--- src/rtl/encode_pkg.sv ---
// Shared constants for the encode job scheduler: FSM state encodings and default widths.
package encode_pkg;

    localparam int unsigned NCH_DEF        = 4;
    localparam int unsigned CLR_CYCLES_DEF = 4;
    localparam int unsigned CNT_W_DEF      = 16;

    localparam logic [1:0] ST_IDLE  = 2'd0;
    localparam logic [1:0] ST_CLEAR = 2'd1;
    localparam logic [1:0] ST_RUN   = 2'd2;
    localparam logic [1:0] ST_DONE  = 2'd3;

endpackage

--- src/rtl/encode_rr_arb.sv ---
// Round-robin arbiter: one-hot grant searched from the channel after the last winner.
module encode_rr_arb
    import encode_pkg::*;
#(
    parameter int unsigned NCH = NCH_DEF
) (
    input  logic           clk,
    input  logic           rstn,
    input  logic [NCH-1:0] i_req,
    input  logic           i_upd,
    output logic [NCH-1:0] o_grant
);

    localparam int unsigned IW = (NCH > 1) ? $clog2(NCH) : 1;

    logic [IW-1:0] r_ptr;
    logic [IW-1:0] w_idx;
    logic [IW:0]   w_pos;
    logic          w_found;

    always_comb begin
        o_grant = '0;
        w_idx   = r_ptr;
        w_found = 1'b0;
        w_pos   = '0;
        for (int unsigned k = 0; k < NCH; k++) begin
            w_pos = {1'b0, r_ptr} + (IW+1)'(k);
            if (w_pos >= (IW+1)'(NCH))
                w_pos = w_pos - (IW+1)'(NCH);
            if (!w_found && i_req[w_pos[IW-1:0]]) begin
                w_found = 1'b1;
                w_idx   = w_pos[IW-1:0];
            end
        end
        if (w_found)
            o_grant[w_idx] = 1'b1;
    end

    always_ff @(posedge clk or negedge rstn) begin
        if (!rstn)
            r_ptr <= '0;
        else if (i_upd && w_found)
            r_ptr <= (w_idx == IW'(NCH-1)) ? '0 : w_idx + IW'(1);
    end

endmodule

--- src/rtl/encode_sched.sv ---
// Shares one encode core between NCH channels: round-robin grant, core history clear,
// handshake steering, per-job output word count and completion pulse.
module encode_sched
    import encode_pkg::*;
#(
    parameter int unsigned NCH        = NCH_DEF,
    parameter int unsigned CLR_CYCLES = CLR_CYCLES_DEF,
    parameter int unsigned CNT_W      = CNT_W_DEF
) (
    input  logic              clk,
    input  logic              rstn,
    input  logic [NCH-1:0]    ch_req,
    input  logic [64*NCH-1:0] ch_fi,
    input  logic [NCH-1:0]    ch_src_empty,
    input  logic [NCH-1:0]    ch_last,
    input  logic [NCH-1:0]    ch_fo_full,
    output logic [NCH-1:0]    ch_grant,
    output logic [NCH-1:0]    ch_src_getn,
    output logic [NCH-1:0]    ch_dst_putn,
    output logic [63:0]       ch_dst,
    output logic              ch_dst_last,
    output logic [NCH-1:0]    ch_done,
    output logic [CNT_W-1:0]  done_words,
    output logic              busy,
    output logic              core_rst,
    output logic              core_ce,
    output logic [63:0]       core_fi,
    output logic              core_src_empty,
    output logic              core_m_last,
    output logic              core_fo_full,
    input  logic              core_src_getn,
    input  logic              core_dst_putn,
    input  logic [63:0]       core_dst,
    input  logic              core_dst_last,
    input  logic              core_endn
);

    localparam int unsigned CW = (CLR_CYCLES > 1) ? $clog2(CLR_CYCLES) : 1;

    logic [1:0]       r_state;
    logic [1:0]       w_state_nxt;
    logic [NCH-1:0]   r_grant;
    logic [CW-1:0]    r_clr;
    logic [CNT_W-1:0] r_cnt;
    logic [CNT_W-1:0] w_cnt_inc;
    logic [CNT_W-1:0] r_done_words;
    logic             r_core_rst;
    logic [NCH-1:0]   w_arb_grant;
    logic             w_arb_upd;
    logic             w_run;
    logic [63:0]      w_fi;
    logic             w_empty;
    logic             w_last;
    logic             w_full;

    assign w_run     = (r_state == ST_RUN);
    assign w_arb_upd = (r_state == ST_IDLE) && (|ch_req);

    encode_rr_arb #(.NCH(NCH)) u_arb (
        .clk     (clk),
        .rstn    (rstn),
        .i_req   (ch_req),
        .i_upd   (w_arb_upd),
        .o_grant (w_arb_grant)
    );

    always_comb begin
        w_state_nxt = r_state;
        case (r_state)
            ST_IDLE:  if (|ch_req) w_state_nxt = ST_CLEAR;
            ST_CLEAR: if (r_clr == CW'(CLR_CYCLES-1)) w_state_nxt = ST_RUN;
            ST_RUN:   if (!core_endn) w_state_nxt = ST_DONE;
            default:  w_state_nxt = ST_IDLE;
        endcase
    end

    // The finishing push may coincide with core_endn, so done_words takes the incremented value.
    assign w_cnt_inc = (!core_dst_putn && !(&r_cnt)) ? r_cnt + CNT_W'(1) : r_cnt;

    always_ff @(posedge clk or negedge rstn) begin
        if (!rstn) begin
            r_state      <= ST_IDLE;
            r_grant      <= '0;
            r_clr        <= '0;
            r_cnt        <= '0;
            r_done_words <= '0;
            r_core_rst   <= 1'b1;
        end else begin
            r_state    <= w_state_nxt;
            r_core_rst <= (w_state_nxt == ST_CLEAR);
            if (w_arb_upd)
                r_grant <= w_arb_grant;
            else if (r_state == ST_DONE)
                r_grant <= '0;
            r_clr <= (r_state == ST_CLEAR) ? r_clr + CW'(1) : '0;
            if (r_state == ST_CLEAR)
                r_cnt <= '0;
            else if (w_run)
                r_cnt <= w_cnt_inc;
            if (w_run && !core_endn)
                r_done_words <= w_cnt_inc;
        end
    end

    always_comb begin
        w_fi    = '0;
        w_empty = 1'b0;
        w_last  = 1'b0;
        w_full  = 1'b0;
        for (int unsigned i = 0; i < NCH; i++) begin
            if (r_grant[i]) begin
                w_fi    = w_fi | ch_fi[64*i +: 64];
                w_empty = w_empty | ch_src_empty[i];
                w_last  = w_last | ch_last[i];
                w_full  = w_full | ch_fo_full[i];
            end
        end
    end

    assign core_fi        = w_run ? w_fi : '0;
    assign core_src_empty = w_run ? w_empty : 1'b1;
    assign core_m_last    = w_run ? w_last : 1'b0;
    assign core_fo_full   = w_run ? w_full : 1'b1;
    assign ch_src_getn    = w_run ? ~(r_grant & {NCH{~core_src_getn}}) : '1;
    assign ch_dst_putn    = w_run ? ~(r_grant & {NCH{~core_dst_putn}}) : '1;

    assign ch_dst      = core_dst;
    assign ch_dst_last = core_dst_last;
    assign ch_grant    = r_grant;
    assign ch_done     = (r_state == ST_DONE) ? r_grant : '0;
    assign done_words  = r_done_words;
    assign busy        = (r_state != ST_IDLE);
    assign core_rst    = r_core_rst;
    assign core_ce     = w_run;

endmodule

--- config.mk ---
export PLATFORM = sky130hd
export DESIGN_NAME = encode_sched
export DESIGN_NICKNAME = d
export VERILOG_FILES = /design/src/rtl/encode_pkg.sv /design/src/rtl/encode_rr_arb.sv /design/src/rtl/encode_sched.sv
export SDC_FILE = /design/constraint.sdc
export NUM_CORES = 1
export LEC_CHECK = 0
export CAP_MARGIN = 30
export CORE_AREA = 8 8 191 193
export CTS_BUF_LIST = sky130_fd_sc_hd__clkbuf_8
export DETAILED_ROUTE_END_ITERATION = 8
export DIE_AREA = 0 0 199 201
export HOLD_SLACK_MARGIN = 0.12
export PLACE_DENSITY = 0.43
export SETUP_SLACK_MARGIN = 0.02
export SLEW_MARGIN = 20
export SYNTH_ARGS = -nofsm -noshare
export SYNTH_HDL_FRONTEND = slang
export SYNTH_SLANG_ARGS = --single-unit
--- constraint.sdc ---
create_clock -name clk -period 2.1 [get_ports clk]
set_input_delay 0.42 -clock clk [delete_from_list [all_inputs] [get_ports clk]]
set_output_delay 0.42 -clock clk [all_outputs]
set_load 0.02 [all_outputs]
==> results of run 1 <==
## area by class of cell
class | instances | area, um^2
clock buffer | 5 | 68.8
clock inverter | 3 | 47.5
fill | 3434 | 21900
inverter | 20 | 75.1
multi-input combinational | 399 | 3910
sequential | 43 | 1080
tap | 448 | 561
timing repair buffer | 520 | 5650
## repair_timing
item / 4_1_cts / 5_1_grt
resized for setup: 419 / 140
setup endpoints to repair: 84 / 81
hold buffers: 1 / 0
setup buffers: 35 / 19
pin swaps: 61 / 68
gates cloned: 7 / 2
hold endpoints to repair: 16 / 0
## how the worst max path moves through the flow
stage	from	endpoint	slack [ns]
CTS	ch_grant[3]	core_fo_full	-0.23
detailed placement	ch_src_empty[0]	core_src_empty	-0.71
global route	ch_grant[0]	core_fo_full	-0.30
global placement	ch_src_empty[3]	core_src_empty	-0.83
finish	ch_grant[3]	core_fo_full	-0.16
floorplan	r_state[0]	core_fi[56]	-0.06
## worst max-delay path, cell delays in order (launching register included)
cell	delay (ns)
dfrtp_2	0.41
buf_6	0.12
buf_12	0.12
buf_12	0.12
a222oi_1	0.29
nand3_1	0.25
buf_6	0.21
## logic make-up (layout without fill, tap and decap cells)
logic type	count (synthesis)	count (layout)	share of synthesized area
adder cells (fa/ha/maj)	10	10	0.0268
multiplexers	10	10	0.0223
AO/OA/AOI/OAI	257	257	0.409
XOR/XNOR	12	12	0.0225
AND/OR/NAND/NOR	110	110	0.128
buffers and inverters	134	548	0.161
flip-flops	43	43	0.231
## metal layers
layer | wire length [um] | up-vias | GRT usage
li1 | - | 2926 | -
met1 | 14200 | 2995 | 0.194
met2 | 17500 | 290 | 0.287
met3 | 4050 | 35 | 0.0731
met4 | 773 | 2 | 0.0373
met5 | 12 | - | 0
## power breakdown
group | internal (mW) | total, mW | switching, mW
Combinational | 4.12 | 8.07 | 3.95
Clock | 0.361 | 0.691 | 0.331
Sequential | 1.05 | 1.25 | 0.197
## through the flow
stage	power, mW	utilization	setup slack (ns)
2_1_floorplan	4.00	-	-0.0625
3_3_place_gp	6.92	0.279	-0.833
3_5_place_dp	6.91	0.279	-0.710
4_1_cts	9.36	0.322	-0.228
5_1_grt	10.6	0.342	-0.297
6_report	10.0	0.342	-0.156
## cell usage after synthesis, drive strengths merged (4+ instances only)
cell | number | share of area
a21boi | 65 | 0.10
a21oi | 11 | 0.012
a22oi | 130 | 0.21
a311o | 4 | 0.0086
and2 | 6 | 0.0080
buf | 67 | 0.11
clkbuf | 47 | 0.038
dfrtp | 42 | 0.23
ha | 10 | 0.027
inv | 19 | 0.015
mux2i | 7 | 0.015
nand2 | 36 | 0.029
nand2b | 4 | 0.0054
nand3 | 11 | 0.016
nand4 | 4 | 0.0054
nor2 | 17 | 0.014
nor2b | 10 | 0.013
nor3 | 8 | 0.0097
nor4 | 5 | 0.0067
o21ai | 24 | 0.026
o22ai | 8 | 0.011
xnor2 | 9 | 0.017
## registers in the layout, summed over array words and instances, names as in the netlist
| register | cells |
|---|---|
| u_arb.r_ptr | 2 |
| r_state | 2 |
| r_clr | 2 |
| core_rst | 1 |
| r_cnt | 16 |
| done_words | 16 |
| ch_grant | 4 |
==> summary.md, run 1 <==
The required time at the worst-slack endpoint was 1.68 ns. The count of endpoints failing setup in the final report was 47. The floorplan step defined a core boundary enclosing 33,300 um^2. The unique cell type count in the Yosys netlist was 51. TritonCTS built the clock tree. Summed over all layers, the routed wires come to 36.6 mm. Yosys printed 0 warnings. The top-level port count was 509.

The logs give 2 for the H-tree depth and 6,596 for the via count of the first global-routing pass. Leaving out fill and tap cells, the most frequent cells in the layout are clkdlybuf4s50_1, a22oi_2, buf_4. The share of the yosys chip area belonging to registers came out at 0.231. Across the run, the number of max-cap violations was 0.

The final count of pins violating max slew came out at 0. The tools report the overflow left after global routing as 0. The number of buffers between clock root and the deepest sink came out at 2. The worst register-to-register path has a setup slack of 0.16 ns. The synthesized design contains 43 register bits. For this design the static power due to leakage is 4.12 nW. Gate count of the mapped netlist: 576. Once detail routing completed, the nets flagged for antenna violations numbered 0. Measured along the x axis, the die boundary spans 199 um. The clock latency on the worst-skew pair is 0.32 ns, and the data arrival at the endpoint of the critical path is 1.84 ns. From bottom edge to top edge, the die measures 201 um. The worst hold path begins at r_clr[0]. The number of nets in the final layout came out at 1,341. At the pin with the least slew margin, the transition time is 0.485 ns. In the synthesized netlist the dominant register cell turns out to be dfrtp_1. 0 antenna diodes ended up in the layout. The instance count along the most critical hold path came out at 1.

In this run the critical register-to-register path is captured at r_cnt[8]. For the clock sink total, the log shows 43. The tools report the critical path launch point type as a flip-flop.

Clock tree root driver cell: clkbuf_8. The most common library cell in the layout ignoring fill and taps was clkdlybuf4s50_1. The final period utilization came out at 1.07.

The flow ran to the end, but the final reports show violations. The detailed-route vias per instance is 4.34. STA classifies the critical path endpoint as an output port. For this run, the number of standard cells in the final layout without fillers is 1,438. Counting the buffers created by CTS gives 5. The tools report the initial antenna violation count as 1.

The worst register-to-register path begins at r_state[0]. The run gives 443 MHz as the timing-limited maximum frequency. The total die area came out at 40,000 um^2. The first global-routing pass estimated 49.3 mm of wire.

Once placement finished, the instance area stood at 9290 um^2. Initial core utilization: 0.140. In the routed design, unresolved DRC markers number 0.

For hold timing, the worst endpoint is r_clr[0]. Across the routed clock network, the largest skew measured is 0.0198 ns. Setup repair after global routing could not meet its margin everywhere. The final number of hold-violating endpoints came out at 0. The tightest hold path in the finished design has a slack of 0.429 ns. The average instance in the mapped netlist occupies 8.10 um^2. IR analysis of the VDD net gives a maximum drop of 369 uV. For the worst path setup slack after routing, the log shows -0.156 ns.

The final reports fail on negative setup slack. Power spread over the standard cell area amounts to 879 nW/um^2. Area added between synthesis and finish: 144%.

The ratio of cells with drive above 1 in the final layout is 0.431, and the half-perimeter wire length after placement is 29.0 mm. After detailed placement, the design holds a cell count of 1,386. The smallest clock period supported by the final layout is computed as 2.26 ns. Of all nets on the critical path, the largest fanout is 3. Input and output buffers added on the ports amount to 378. The proportion of synthesized flip-flops having asynchronous set or reset came out at 1.00. The largest net degree at the start of global routing is 27, and the length of the first detailed-routing pass in iterations is 5. The tightest min-delay check is of the flip-flop to flip-flop type. The synthesized net count was 928; the number of flops mapped to enable cells by yosys was 0. Row generation in the floorplan step produced 67 rows.

The count of cells along the worst register-to-register path is 7. Summed over all failing endpoints, the final setup total negative slack is -2.47 ns. Startpoint-to-endpoint class of the critical path: flip-flop to output port. The detailed router finished its first iteration with 263 violations. The final design area excluding fillers was 11,400 um^2; the final weighted congestion in routability-driven placement was 0.857. The detailed router placed 6,248 vias in this run. The total routing resource utilization after global routing came out at 0.169. The cell area that synthesis handed to floorplanning was 4670 um^2. After clock tree synthesis, the clock-pin slew on the worst setup and hold paths is 0.09 ns. The relative max-transition margin was 0.674.

Dividing the detail-routed wire length by the instance count gives 25.4 um.
Note: power is estimated with default switching activity, not from simulation.
==> run 2, diff against run 1 <==
--- a/config.mk
+++ b/config.mk
@@ -5,7 +5,7 @@
 export SDC_FILE = /design/constraint.sdc
 export NUM_CORES = 1
 export LEC_CHECK = 0
-export CAP_MARGIN = 30
+export CAP_MARGIN = 20
 export CORE_AREA = 8 8 191 193
 export CTS_BUF_LIST = sky130_fd_sc_hd__clkbuf_8
 export DETAILED_ROUTE_END_ITERATION = 8
==> results of run 2 <==
Final layout, timing and power as in run 1 (identical DEF).
==> run 3, diff against run 2 <==
--- a/config.mk
+++ b/config.mk
@@ -6,12 +6,12 @@
 export NUM_CORES = 1
 export LEC_CHECK = 0
 export CAP_MARGIN = 20
-export CORE_AREA = 8 8 191 193
+export CORE_AREA = 2 2 197 199
 export CTS_BUF_LIST = sky130_fd_sc_hd__clkbuf_8
 export DETAILED_ROUTE_END_ITERATION = 8
 export DIE_AREA = 0 0 199 201
 export HOLD_SLACK_MARGIN = 0.12
-export PLACE_DENSITY = 0.43
+export PLACE_DENSITY = 0.39
 export SETUP_SLACK_MARGIN = 0.02
 export SLEW_MARGIN = 20
 export SYNTH_ARGS = -nofsm -noshare
==> run 3 against run 2 <==
- critical endpoint is now core_src_empty
- total power down 3.8%
- count of clock-buffer cells in the layout unchanged
- the flow still finishes with violations (negative setup slack)
- critical path type unchanged
- utilization down 3.9 points
- hold slack better by 0.0097 ns
==> summary.md, run 3 (synthesis gave the netlist of run 1 again) <==
Placed standard-cell area: 9680 um^2. The die is 199 um wide. The tools report the endpoint kind of the worst setup timing path as an output port. The clock net in this run drives a total of 43 sinks. The logs give 0.841 for the final weighted congestion in routability-driven placement and 40,000 um^2 for the total die area. In the final routing, the length of wire on met1 measures 15.0 mm. Setup violations remaining at the end of the flow were counted as 57. The routed layout has 6,388 vias. The largest voltage drop on the vdd net is 486 uV.

The worst register-to-register path begins at r_state[1]. The final number of hold-violating endpoints is 0. The total overflow left after global routing is 0. The wire length reported by the detailed router is 36.0 mm, and the number of DRC markers in iteration 0 is 246. Wire segments on met2 add up to 15.7 mm in the final route. The run gives 1.68 ns as the required time at the worst-slack endpoint.

STA classifies the critical path startpoint as a flip-flop. The first-pass GRT wire length came out at 48.1 mm. Row generation in the floorplan step produced 72 rows. The run gives 5 as the length of the first detailed-routing pass in iterations. Counting the fill cells in the layout gives 4,065. The checks that failed: negative setup slack.

For this design the ratio of total power to cell area is 834 nW/um^2. The startpoint-to-endpoint class of the critical path was flip-flop to output port. Setup repair after global routing could not meet its margin everywhere. Leaving out fill and tap cells, the most frequent cells in the layout are clkdlybuf4s50_1, buf_4, a22oi_2.

After routing the design area is 11,500 um^2. The flow ran to the end, but the final reports show violations. The largest fanout on the critical path came out at 7.

Timing would allow up to 434 MHz. The tool flagged a number of max-cap violations equal to 0. The ratio of cells with drive above 1 in the final layout is 0.426. Walking the worst path, the cells encountered are buf_12, buf_12, a222oi_1, nand3_1, buf_6, buf_6. STA puts the critical path data arrival time at 1.88 ns.

The H-tree depth was 2; the transition time at the pin with the least slew margin was 0.556 ns. The clock input transition at the sequential cells of the worst setup and hold paths is 0.09 ns, and the worst path setup slack after routing is -0.204 ns. The final sum of negative setup slack is -3.72 ns, and the core area is 38,100 um^2. The relative max-transition margin came out at 0.630. Counting the buffers created by CTS gives 5.

On the critical path, the stage with the largest delay is an instance of dfrtp_2. Measured along the y axis, the die boundary spans 201 um. The analysis attributes to cell leakage a power of 4.23 nW. The initial antenna violation count is 1, and the detailed-route vias per instance is 4.19.

0 antenna diodes ended up in the layout. The worst clock skew is 0.00834 ns, and the number of nets in the final layout is 1,356. The detail route stage leaves a number of antenna-violating nets equal to 0. In this run the top signal layer used is met5. The tools report the met3 layer wire length in the routed design as 5.01 mm.

The final worst hold slack is 0.439 ns, and the top-level port count is 509. For this run, the slowest stage of the critical path takes 0.43 ns. The total routing resource utilization after global routing came out at 0.169.

After detailed routing, the number of remaining DRC violations is 0. The startpoint of the tightest hold check path was r_clr[0]. Tracing the worst setup path back leads to its startpoint at ch_grant[0]. The average routed wire per standard cell was 23.7 um. TritonCTS built the clock tree. Leaving out fill and tap cells, the most frequent cell in the layout is clkdlybuf4s50_1. The number of buffers between clock root and the deepest sink was 2. The number of buffer cells added on primary ports is 378.

The final period utilization came out at 1.10. The run gives 29.2 mm as the half-perimeter wire length after placement. The largest net degree at the start of global routing was 32; the via count of the first global-routing pass was 6,730.

The run gives 0.122 as the initial core utilization. The tree is rooted in a clkbuf_8. The later pin in the worst-skew pair is clocked with a latency of 0.31 ns. The area added between synthesis and finish came out at 147%. Final count of pins violating max slew: 0. The time the final worst path needs with I/O delays and setup came out at 2.30 ns.

Summing internal, switching and leakage power gives 9.63 mW. Class of the most critical hold timing path: flip-flop to flip-flop.
-- run 3: changes by cell type in the layout (fill, tap and decap cells not counted), sizes merged, moves of 2 or more --
cell | previous run | this run
clkdlybuf4s15 | 4 | 0
clkdlybuf4s50 | 290 | 292
clkbuf | 9 | 12
buf | 216 | 231
dlygate4sd2 | 5 | 2
-- run 3: worst max-delay path: cells and delay by family, from the launching register on --
| kind | cells | cell delay [ns] |
|---|---|---|
| compound gates | 1 | 0.39 |
| buf+inv | 4 | 0.56 |
| flops | 1 | 0.43 |
| simple gates | 1 | 0.20 |
-- run 3: path summary, 6_finish.rpt --
| path | endpoint | slack [ns] | depth (start not counted) |
|---|---|---|---|
| max in group asynchronous | core_rst | 0.87 | 3 |
| worst max-delay path | core_src_empty | -0.20 | 6 |
| worst max register to register | done_words[1] | 0.15 | 8 |
| worst min-delay path | r_clr[0] | 0.44 | 1 |
| min in group asynchronous | done_words[6] | 0.63 | 2 |
| worst min register to register | r_clr[0] | 0.44 | 1 |
-- run 3: layer usage --
metal  GRT usage  up-vias
met1       0.209     3080
li1            -     2959
met4      0.0208        2
met2       0.260      323
met3      0.0943       24
met5           0        -
-- run 3: cell type report --
class	count	area [um^2]	area share
Clock buffer	5	68.8	0.00596
Clock inverter	3	12.5	0.00108
Timing Repair Buffer	535	5780	0.501
Multi-Input combinational cell	399	3870	0.336
Inverter	20	75.1	0.00650
Tap cell	518	648	0.0561
Sequential cell	43	1080	0.0940
-- run 3: power by group --
group | leakage (nW) | switching [mW] | internal, mW | total, mW
clock | 0.0505 | 0.307 | 0.225 | 0.532
combinational | 3.60 | 3.89 | 3.92 | 7.82
sequential | 0.574 | 0.225 | 1.06 | 1.28
total | 4.23 | 4.43 | 5.21 | 9.63
-- run 3: per-stage QoR --
stage	utilization	setup slack, ns	std cells
2_1_floorplan	-	-0.0625	576
3_3_place_gp	0.254	-0.557	1484
3_5_place_dp	0.254	-0.549	1484
4_1_cts	0.283	-0.249	1512
5_1_grt	0.303	-0.253	1523
6_report	0.303	-0.204	1523
-- run 3: what timing repair did --
item	4_1_cts	5_1_grt
pin swaps	19	37
gates cloned	5	4
gates resized for setup	269	166
setup buffers	18	13
hold buffers	1	0
hold endpoints to repair	21	0
endpoints found under the setup margin	84	82
